### src/rtl/counter_pkg.sv
// Shared definitions for the parametrised up/down counter: mode constants and
// the next-count function used both by the RTL and by reference models.
package counter_pkg;

    localparam int MODE_WRAP = 0;
    localparam int MODE_SAT  = 1;

    // Wide enough for count + (MAX_VAL+1) with WIDTH up to 32, so no
    // intermediate result is ever truncated.
    localparam int CALC_W = 34;

    typedef logic [CALC_W-1:0] calc_t;

    typedef struct packed {
        calc_t count;
        logic  evt;
    } next_t;

    // Lower of a value and the terminal count; used for load values and steps.
    function automatic calc_t clamp_max(input calc_t v, input calc_t max_val);
        return (v > max_val) ? max_val : v;
    endfunction

    // Next count for one enabled edge. s must already be clamped to max_val.
    // evt flags a crossing of MAX_VAL (up) or of 0 (down).
    function automatic next_t next_count(input calc_t cnt,
                                         input calc_t s,
                                         input logic  up,
                                         input calc_t max_val,
                                         input int    mode);
        next_t r;
        calc_t n;
        r.count = cnt;
        r.evt   = 1'b0;
        n       = '0;
        if (s != '0) begin
            if (up) begin
                n = cnt + s;
                if (n <= max_val) begin
                    r.count = n;
                end else begin
                    r.evt   = 1'b1;
                    r.count = (mode == MODE_SAT) ? max_val : n - (max_val + calc_t'(1));
                end
            end else begin
                if (s <= cnt) begin
                    r.count = cnt - s;
                end else begin
                    r.evt   = 1'b1;
                    r.count = (mode == MODE_SAT) ? '0 : cnt + max_val + calc_t'(1) - s;
                end
            end
        end
        return r;
    endfunction

endpackage

### src/rtl/updown_counter_param.sv
// Parametrised up/down counter with synchronous load, variable step, wrap or
// saturate mode, one-cycle overflow/underflow pulses and sticky flags.
module updown_counter_param
    import counter_pkg::*;
#(
    parameter int              WIDTH   = 8,
    parameter longint unsigned MAX_VAL = (64'd1 << WIDTH) - 64'd1,
    parameter int              STEP_W  = 4,
    parameter int              MODE    = MODE_WRAP
) (
    input  logic              clk,
    input  logic              rst,
    input  logic              enable,
    input  logic              up_down,
    input  logic [STEP_W-1:0] step,
    input  logic              load,
    input  logic [WIDTH-1:0]  load_val,
    input  logic              clr_flags,
    output logic [WIDTH-1:0]  count,
    output logic              overflow,
    output logic              underflow,
    output logic              ovf_sticky,
    output logic              udf_sticky,
    output logic              at_max,
    output logic              at_min
);

    localparam calc_t            MAX_C = calc_t'(MAX_VAL);
    localparam logic [WIDTH-1:0] MAX_W = WIDTH'(MAX_VAL);

    // Reject illegal parameterisations at elaboration.
    if (WIDTH < 2 || WIDTH > 32) begin : g_bad_width
        $error("updown_counter_param: WIDTH must be in 2..32");
    end
    if (MAX_VAL < 64'd1 || MAX_VAL > ((64'd1 << WIDTH) - 64'd1)) begin : g_bad_max
        $error("updown_counter_param: MAX_VAL must be in 1..2**WIDTH-1");
    end
    if (MODE != MODE_WRAP && MODE != MODE_SAT) begin : g_bad_mode
        $error("updown_counter_param: MODE must be 0 (wrap) or 1 (saturate)");
    end

    logic [WIDTH-1:0] count_q, count_d;
    logic             ovf_q, ovf_d;
    logic             udf_q, udf_d;
    logic             ovf_sticky_q, ovf_sticky_d;
    logic             udf_sticky_q, udf_sticky_d;

    next_t nxt;
    calc_t step_eff;
    logic  unused_nxt_hi;

    // Next-state: load beats enable; sticky set wins over clear on the same edge.
    always_comb begin
        step_eff      = clamp_max(calc_t'(step), MAX_C);
        nxt           = next_count(calc_t'(count_q), step_eff, up_down, MAX_C, MODE);
        unused_nxt_hi = ^nxt.count[CALC_W-1:WIDTH];
        count_d       = count_q;
        ovf_d         = 1'b0;
        udf_d         = 1'b0;
        if (load) begin
            count_d = WIDTH'(clamp_max(calc_t'(load_val), MAX_C));
        end else if (enable) begin
            count_d = nxt.count[WIDTH-1:0];
            ovf_d   = nxt.evt & up_down;
            udf_d   = nxt.evt & ~up_down;
        end
        ovf_sticky_d = (ovf_sticky_q & ~clr_flags) | ovf_d;
        udf_sticky_d = (udf_sticky_q & ~clr_flags) | udf_d;
    end

    // State register with synchronous reset taking priority over everything.
    always_ff @(posedge clk) begin
        if (rst) begin
            count_q      <= '0;
            ovf_q        <= 1'b0;
            udf_q        <= 1'b0;
            ovf_sticky_q <= 1'b0;
            udf_sticky_q <= 1'b0;
        end else begin
            count_q      <= count_d;
            ovf_q        <= ovf_d;
            udf_q        <= udf_d;
            ovf_sticky_q <= ovf_sticky_d;
            udf_sticky_q <= udf_sticky_d;
        end
    end

    assign count      = count_q;
    assign overflow   = ovf_q;
    assign underflow  = udf_q;
    assign ovf_sticky = ovf_sticky_q;
    assign udf_sticky = udf_sticky_q;
    assign at_max     = (count_q == MAX_W);
    assign at_min     = (count_q == '0);

endmodule

### config.mk
export PLATFORM = sky130hd
export DESIGN_NAME = updown_counter_param
export DESIGN_NICKNAME = d
export VERILOG_FILES = /design/src/rtl/counter_pkg.sv /design/src/rtl/updown_counter_param.sv
export SDC_FILE = /design/constraint.sdc
export NUM_CORES = 1
export LEC_CHECK = 0
export BUFFER_PORTS_ARGS = -buffer_cell sky130_fd_sc_hd__buf_2
export CAP_MARGIN = 20
export CORE_ASPECT_RATIO = 0.6
export CORE_MARGIN = 4
export CORE_UTILIZATION = 35
export DETAILED_ROUTE_END_ITERATION = 12
export PLACE_DENSITY = 0.58
export SLEW_MARGIN = 10
export SYNTH_ARGS = -nofsm -noshare
export SYNTH_HDL_FRONTEND = slang
export SYNTH_SLANG_ARGS = --single-unit
### constraint.sdc
create_clock -name clk -period 2.26 [get_ports clk]
set_clock_uncertainty 0.2 [all_clocks]
set_input_delay 0.339 -clock clk [delete_from_list [all_inputs] [get_ports clk]]
set_output_delay 0.339 -clock clk [all_outputs]
set_load 0.1 [all_outputs]
==> results.sh <==
export IMPL_postSynthAreaPerCell_sq_um=8.53
export IMPL_fmax_ghz=0.440
export IMPL_worstPathMaxFanout=3
export IMPL_die_area_sq_um=4020
export IMPL_gp_routability_congestion=0.863
export IMPL_clock_sinks=12
export IMPL_die_w_um=79.3
export IMPL_finalSetupViolCount=1
export IMPL_wl_per_cell_um=16.3
export IMPL_start_util_pct=36.9
export IMPL_cts_tree="built"
export IMPL_num_vias=1146
export IMPL_hold_violations=0
export IMPL_routed_via_density=5.59
export IMPL_grt_pass1_vias=1083
export IMPL_finalMaxSlewViolations=0
export IMPL_clockBufferDepth=2
export IMPL_ir_drop_uv=451
export IMPL_grt_overflow=0
export IMPL_final_util_pct=50.0
export IMPL_synth_edf_count=0
export IMPL_violations="setup timing"
export IMPL_cp_start_kind="flop"
export IMPL_first_pass_iters=4
export IMPL_synthFlopType="dfxtp_1"
export IMPL_htreeDepth=1
export IMPL_grt_max_degree=20
export IMPL_first_iter_violations=72
export IMPL_ys_ff_latch=12
export IMPL_wl_mm=3.34
export IMPL_clock_latency_ns=0.25
export IMPL_min_period_over_period_pct=100
export IMPL_clk_pin_slew_ns=0.07
export IMPL_ys_warn_count=0
export IMPL_cp_end_kind="flop"
export IMPL_ys_types=45
export IMPL_fin_crit_ns=2.27
export IMPL_syn_to_final_growth_pct=35.7
export IMPL_rsz0062_at_grt="yes"
export IMPL_grt_usage_pct=17.7
export IMPL_grt_first_pass_wirelength_mm=5.42
export IMPL_netlist_instances=125
export IMPL_powerDensity_nw_per_um2=575
export IMPL_run_status="complete, but fails checks"
export IMPL_cts_buffers=3
export IMPL_drive_above_1_share_pct=40.5
export IMPL_hold_class="in2reg"
export IMPL_die_y_um=50.8
export IMPL_async_flop_share_pct=0
export IMPL_port_buffers=31
export IMPL_hold_buffers=0
export IMPL_worstSetupPathType="reg2reg"
export IMPL_post_place_ws_ns=-0.101
export IMPL_drv_cap=0
export IMPL_core_area_sq_um=2890
export IMPL_diodes=0
export IMPL_syn_cell_area_sq_um=1070
export IMPL_leakagePower_nw=0.644
export IMPL_ys_seq_area_share_pct=22.5
export IMPL_root_buffer="clkbuf_8"
export IMPL_antenna_found_initial=0
export IMPL_hpwl_mm=2.57
export IMPL_slew_headroom_pct=67.5
export IMPL_critPathArrivalTime_ns=2.22
export IMPL_synthesis_nets=153
export IMPL_fin_nets=192
export IMPL_fin_ws_ns=-0.0103
export IMPL_io_pins=32
export IMPL_crit_required_ns=2.21
export IMPL_postRouteAntennaNets=0
export IMPL_drc=0
export IMPL_tightest_slew_ns=0.491
export IMPL_rows=15
## cell families (layout without fill, tap and decap cells)
family / count (synthesis) / count (layout) / synth area share, %
buffers and inverters: 15 / 53 / 6.45
AND/OR/NAND/NOR: 46 / 46 / 25.1
AO/OA/AOI/OAI: 38 / 38 / 29.1
flip-flops: 12 / 12 / 22.5
multiplexers: 3 / 3 / 2.82
adder cells (fa/ha/maj): 10 / 10 / 13.1
XOR/XNOR: 1 / 1 / 0.822
## registers in the layout (all words and copies together) (netlist names)
signal,flops
udf_sticky,1
underflow,1
ovf_sticky,1
count,8
overflow,1
## layer usage
metal	part of all wire, %	up-vias	track usage [%]
met4	0.60	0	3.14
met1	46	546	25.6
met3	10	4	5.73
met2	43	42	25.7
li1	-	554	-
met5	0	-	0
## placed cells by master, fill, tap and decap left out, types with 3 or more instances in the layout
cell type,synthesis,final
dfxtp_2,0,4
or4_1,4,3
a21oi_1,8,6
nor3_1,5,4
buf_2,1,30
buf_4,1,7
nor2_1,9,8
o21a_1,6,6
dfxtp_1,12,4
nand2_1,8,8
mux2i_1,3,3
clkbuf_8,0,3
nor2b_1,3,3
inv_1,9,7
a21o_1,3,3
dfxtp_4,0,4
ha_1,8,7
o31a_1,3,3
## synth_stat cells, drive strengths merged (5+ instances only)
cell type	number	share of area [%]
nor3	6	3.3
o21a	6	4.2
ha	8	9.4
nor2	9	3.2
inv	10	3.5
or4	5	3.9
a21oi	8	3.8
nand2	8	2.8
dfxtp	12	23
## stage by stage
step	instances	TNS [ns]	hold slack, ns	total power [mW]	instance area (sq um)
after floorplan	125	-0.171	0.201	0.512	1130
after global placement	201	-0.0272	0.232	0.606	1400
after detailed placement	201	-0.101	0.244	0.614	1400
after CTS	205	-0.0269	0.131	0.835	1440
after global routing	205	-0.0790	0.139	0.879	1450
final	205	-0.0103	0.130	0.832	1450
## worst max-delay path: stages (launching register included)
cell	delay, ns
dfxtp_4	0.35
inv_4	0.05
ha_4	0.12
inv_2	0.04
fa_2	0.39
a21oi_2	0.16
o21ai_2	0.09
or4_4	0.43
o311a_1	0.15
a2111oi_2	0.20
## report_power, final
group	leakage [nW]	internal [mW]	switching [mW]	total, mW
logic	0.519	0.124	0.241	0.365
registers	0.102	0.226	0.0245	0.251
clock network	0.0231	0.120	0.0963	0.217
total	0.644	0.470	0.362	0.832
## cell type report
class / count / area, sq um
clock buffer: 3 / 41.3
clock inverter: 1 / 3.75
fill: 285 / 1440
inverter: 10 / 40.0
multi-input combinational: 98 / 806
sequential: 12 / 260
tap: 42 / 52.6
timing repair buffer: 39 / 243
## worst paths after layout
path	slack, ns	from	end	depth (start not counted)
worst min-delay path	0.13	load_val[1]	count[1]	3
worst max register to register	-0.01	count[0]	count[6]	9
worst max-delay path	-0.01	count[0]	count[6]	9
worst min register to register	0.26	ovf_sticky	ovf_sticky	1
## repair_timing
action,CTS,global route
setup buffers,0,0
setup endpoints to repair,1,2
pin swaps,0,0
resized for setup,0,2
(Power assumes the default switching activity.)
